<file path="src/rtl/router_arb_pkg.sv">
// Shared definitions for the router output-port arbiter: default sizes,
// the output-register state type and the modulo index helper.
package router_arb_pkg;

   localparam int N_IN_DEF    = 5;
   localparam int PCKG_SZ_DEF = 40;

   // EMPTY: output register free; HOLD: output register holds a packet.
   typedef enum logic {
      EMPTY = 1'b0,
      HOLD  = 1'b1
   } arb_state_t;

   // Increment an input index with wrap-around at n.
   function automatic int next_idx(input int ptr, input int n = N_IN_DEF);
      return (ptr + 1 >= n) ? 0 : ptr + 1;
   endfunction

endpackage

</file>
<file path="src/rtl/rr_pick.sv">
// Combinational round-robin picker: starting just after rr_ptr, selects the
// first requesting input, wrapping modulo N_IN.
module rr_pick
   import router_arb_pkg::*;
#(
   parameter int N_IN  = N_IN_DEF,
   parameter int IDX_W = $clog2(N_IN)
) (
   input  logic [N_IN-1:0]  req,
   input  logic [IDX_W-1:0] rr_ptr,
   output logic [N_IN-1:0]  gnt,
   output logic [IDX_W-1:0] idx,
   output logic             any_req
);

   int               cand;
   logic [IDX_W-1:0] cand_idx;

   // Scan rr_ptr+1, rr_ptr+2, ... and keep the first requester found.
   always_comb begin
      // NOTE: every output gets a default before the loop so no path leaves a
      // value unassigned, which would otherwise infer a latch.
      gnt      = '0;
      idx      = '0;
      any_req  = 1'b0;
      cand     = int'(rr_ptr);
      cand_idx = rr_ptr;
      for (int k = 0; k < N_IN; k++) begin
         cand     = next_idx(cand, N_IN);
         cand_idx = IDX_W'(cand);
         if (!any_req && req[cand_idx]) begin
            any_req       = 1'b1;
            gnt[cand_idx] = 1'b1;
            idx           = cand_idx;
         end
      end
   end

endmodule

</file>
<file path="src/rtl/router_port_arbiter.sv">
// Round-robin arbiter sharing one mesh router output link among N_IN input
// FIFOs through a single-entry output register.
module router_port_arbiter
   import router_arb_pkg::*;
#(
   parameter int N_IN    = N_IN_DEF,
   parameter int pckg_sz = PCKG_SZ_DEF,
   parameter int IDX_W   = $clog2(N_IN)
) (
   input  logic                    clk,
   input  logic                    reset,
   input  logic [N_IN-1:0]         en_mask,
   input  logic [N_IN-1:0]         pndng,
   input  logic [N_IN*pckg_sz-1:0] data_in,
   output logic [N_IN-1:0]         pop,
   output logic [pckg_sz-1:0]      out_data,
   output logic                    out_push,
   input  logic                    out_full,
   output logic [IDX_W-1:0]        grant_id,
   output logic                    out_valid
);

   // Pointer starts at the last input so input 0 wins first after reset.
   localparam logic [IDX_W-1:0] PTR_RST = IDX_W'(N_IN - 1);

   arb_state_t       state;
   arb_state_t       state_nxt;
   logic [IDX_W-1:0] rr_ptr;
   logic [N_IN-1:0]  req;
   logic [N_IN-1:0]  gnt;
   logic [IDX_W-1:0] win_idx;
   logic             any_req;
   logic             can_take;
   logic             grant;

   assign req = pndng & en_mask;

   rr_pick #(
      .N_IN  (N_IN),
      .IDX_W (IDX_W)
   ) u_pick (
      .req     (req),
      .rr_ptr  (rr_ptr),
      .gnt     (gnt),
      .idx     (win_idx),
      .any_req (any_req)
   );

   // The register can accept when empty or when its packet drains this cycle.
   assign can_take = (state == EMPTY) || !out_full;
   // Qualified by reset so no pop escapes while reset is held.
   assign grant    = reset && can_take && any_req;

   // State register.
   always_ff @(posedge clk or negedge reset) begin
      // NOTE: sequential state uses non-blocking assignments so every register
      // samples pre-edge values regardless of process ordering.
      if (!reset) begin
         state <= EMPTY;
      end else begin
         state <= state_nxt;
      end
   end

   // Next-state logic: fill on grant, empty on drain without a new grant.
   always_comb begin
      state_nxt = state;
      case (state)
         EMPTY:   if (grant) state_nxt = HOLD;
         HOLD:    if (!out_full && !grant) state_nxt = EMPTY;
         default: state_nxt = EMPTY;
      endcase
   end

   // Output decode: register status, push strobe and one-hot pop.
   always_comb begin
      out_valid = (state == HOLD);
      out_push  = (state == HOLD) && !out_full;
      pop       = grant ? gnt : '0;
   end

   // Output register and round-robin pointer, loaded on every grant.
   always_ff @(posedge clk or negedge reset) begin
      // NOTE: out_data is reset too, so downstream never observes stale
      // contents of a packet discarded by reset.
      if (!reset) begin
         out_data <= '0;
         grant_id <= '0;
         rr_ptr   <= PTR_RST;
      end else if (grant) begin
         out_data <= data_in[win_idx*pckg_sz +: pckg_sz];
         grant_id <= win_idx;
         rr_ptr   <= win_idx;
      end
   end

endmodule

</file>
<file path="config.mk">
export PLATFORM = sky130hd
export DESIGN_NAME = router_port_arbiter
export DESIGN_NICKNAME = d
export VERILOG_FILES = /design/src/rtl/router_arb_pkg.sv /design/src/rtl/rr_pick.sv /design/src/rtl/router_port_arbiter.sv
export SDC_FILE = /design/constraint.sdc
export NUM_CORES = 1
export LEC_CHECK = 0
export BUFFER_PORTS_ARGS = -buffer_cell sky130_fd_sc_hd__buf_4
export CAP_MARGIN = 10
export CORE_MARGIN = 2
export CORE_UTILIZATION = 46
export DETAILED_ROUTE_END_ITERATION = 12
export GPL_TIMING_DRIVEN = 0
export PLACE_DENSITY = 0.88
export SLEW_MARGIN = 20
export SYNTH_ARGS = -nofsm -noshare
export SYNTH_HDL_FRONTEND = slang
export SYNTH_SLANG_ARGS = --single-unit
export TNS_END_PERCENT = 20
</file>
<file path="constraint.sdc">
create_clock -name clk -period 9.1 [get_ports clk]
set_input_delay 0.455 -clock clk [delete_from_list [all_inputs] [get_ports clk]]
set_output_delay 0.455 -clock clk [all_outputs]
set_load 0.01 [all_outputs]
</file>
==> impl_metrics.yaml <==
synthesis:
  synth-async-reset-ratio_pct: 100
  synth_nets: 809
  synth_enable_flop_cells: 0
  synth.largest_area_cell: "sky130_fd_sc_hd__dfrtp_1"
  synth_area_per_cell_um2: 7.89
  seq_area_frac_synth_pct: 24.4
  synth.ff_latch_count: 45
  yosys.cell_count.top_type: "sky130_fd_sc_hd__nand2_1"
  synthCells: 585
  post-synth-top-area-fraction_pct: 23.9
  synth_common_cells: "sky130_fd_sc_hd__nand2_1, sky130_fd_sc_hd__dfrtp_1, sky130_fd_sc_hd__a2111oi_0, sky130_fd_sc_hd__o22ai_1, sky130_fd_sc_hd__a21boi_0"
  synthesis.area_mm2: 0.00461
  ys_dominant_reg_cell: "sky130_fd_sc_hd__dfrtp_1"
  ys.warnings.count: 0
  synth_cell_type_count: 75
  yosys-top-cells-area: "sky130_fd_sc_hd__dfrtp_1, sky130_fd_sc_hd__nand2_1, sky130_fd_sc_hd__a2111oi_0"
die:
  row_count: 36
  floorplan.io_pins: 263
  floorplan.die_area_mm2: 0.0108
  core_region_area_mm2: 0.00977
  floorplan.die.height_um: 104
  die_x_um: 104
  starting_density_of_the_core_pct: 47.2
clock_network:
  clock-sinks: 45
  clk-insertion-delay-late_ns: 0.32
  ctsHoldBuffers: 0
  cts-root-to-sink-buffers: 2
  clkSlewWorstSetupHoldPaths_ns: 0.10
  cts_buffers: 5
  cts-htree-levels: 2
  cts_tree: "yes"
  cts_root_buf: "sky130_fd_sc_hd__clkbuf_8"
  postCtsResizedCells: 0
  post-cts-setup-buffer-count: 0
global_route:
  global_route_wire_length_before_repair_um: 32100
  number_of_antenna_violations_at_the_first_check_in_global_routing: 0
  largest_net_degree_at_the_start_of_global_routing: 48
  number_of_global_route_vias_before_repair: 6261
  gr-total-overflow: 0
  global_route.usage.total_pct: 36.7
placed_design:
  dpl.hpwl_um: 16700
  io_buffers: 262
  finalWeightedCongestion: 1.02
critical_path:
  crit_path_max_fanout: 11
  cp-start-kind: "register"
  crit_path_max_incr_delay_ns: 0.52
  crit_type: "register to output port"
  worstPathArrival_ns: 8.20
  crit_path_end_kind: "output port"
  cp_slowest_cell: "sky130_fd_sc_hd__dfrtp_1"
  worst_ep_required_time_ns: 8.65
  worstPathBufferInverterCount: 9
  timing.critical_path.max_delay_family: "compound AO/OA/AOI/OAI gates"
layout:
  drive_above_1_share_pct: 39.3
  total_of_fill_cells_in_the_finished_design: 839
  nets: 1078
  layout-area-overhead-vs-synth_pct: 48.7
  n_antenna_cell: 0
  fin_util_pct: 70.2
detailed_routing:
  post_drt_via_cell_ratio: 6.36
  wl_per_cell_um: 21.0
  firstDrtPassIters: 5
  postRouteAntennaNets: 0
  drt_wl_total_um: 20800
  route.vias.total: 6275
  remaining_drc_errors: 0
  drt_iter0_markers: 428
run_status:
  outcome: "finished, final reports clean"
sta:
  timing.max_slew.rel_slack_pct: 48.6
  grt_setup_unrepaired: "true"
  final_setup_violation_count: 0
  min_period_over_period_pct: 95.2
  clock_skew_ns: 0.0147
  layout_min_cycle_time_ns: 8.66
  transition_time_of_the_tightest_slew_check_pin_ns: 0.751
  maximum_clock_frequency_mhz: 115
  drv_slew: 0
  final-hold-violation-count: 0
min_path:
  min-delay-path-class: "primary input to async pin"
job:
  cap_viol_max_count: 0
[stage by stage]
stage / instances / hold slack [ns] / setup slack (ns) / cell area, µm² / setup TNS [ns]
4_1_cts: 987 / 0.187 / 0.351 / 6860 / 0
2_1_floorplan: 585 / 0.159 / 2.53 / 4610 / 0
6_report: 987 / 0.154 / 0.441 / 6860 / 0
3_5_place_dp: 980 / 0.518 / 0.705 / 6750 / 0
5_1_grt: 987 / 0.208 / -0.0883 / 6860 / -0.0883
3_3_place_gp: 980 / 0.508 / 0.880 / 6750 / 0
[metal layers]
layer / GRT usage (%) / part of all wire, % / vias to the layer above
met2: 62.6 / 48 / 380
met4: 14.7 / 4.6 / 0
met1: 46.0 / 39 / 2964
met3: 6.08 / 8.5 / 83
met5: 0 / 0 / -
li1: - / - / 2848
[cell type report]
| class | count | area [µm²] | share of cell area (%) |
|---|---|---|---|
| sequential | 45 | 1130 | 16.4 |
| clock inverter | 2 | 38.8 | 0.565 |
| buffer | 56 | 273 | 3.98 |
| tap | 133 | 166 | 2.43 |
| inverter | 12 | 45.0 | 0.657 |
| clock buffer | 5 | 68.8 | 1.00 |
| multi-input combinational | 472 | 3170 | 46.3 |
| timing repair buffer | 262 | 1970 | 28.7 |
[worst paths after layout]
path | startpoint | endpoint | slack [ns] | depth (start not counted)
worst max-delay path | grant_id[0] | pop[0] | 0.44 | 30
worst min-delay path | reset | out_data[9] | 0.15 | 1
worst max register to register | grant_id[0] | out_data[36] | 0.77 | 30
worst min register to register | out_valid | out_valid | 0.55 | 2
max in group asynchronous | reset | out_data[1] | 8.50 | 1
min in group clk | out_full | out_valid | 0.38 | 3
[sequential cells by signal, summed over array words and instances, names as in the netlist]
signal,flops
out_data,40
grant_id,3
out_valid,1
rr_ptr,1
[placed cells by master (no fill, tap or decap), drive strengths merged, types with 3 or more instances in the layout]
master and instances:
a2111oi 42, a211oi 4, a21boi 41, a21oi 15
a311oi 39, a31oi 3, a32oi 5, and2 8
and3 4, buf 299, clkbuf 24, dfrtp 44
ha 11, inv 13, mux2i 5, nand2 107
nand2b 6, nand3 10, nor2 20, nor2b 7
nor3 14, nor3b 3, nor4 7, o211ai 8
o21ai 22, o221ai 3, o22ai 41, o32ai 3
or3 6
[cell families (layout without fill, tap and decap cells)]
kind of cell	after synthesis	after routing	synth area share [%]
simple gates	203	203	21.3
xor+xnor	2	2	0.542
mux	7	7	1.57
compound gates	249	249	42.3
fa+ha+maj	11	11	2.98
flops	45	45	24.4
buf+inv	68	337	6.86
Power is not shown: default switching activity piles up to over one toggle a cycle in this logic, so the estimate is an artifact.
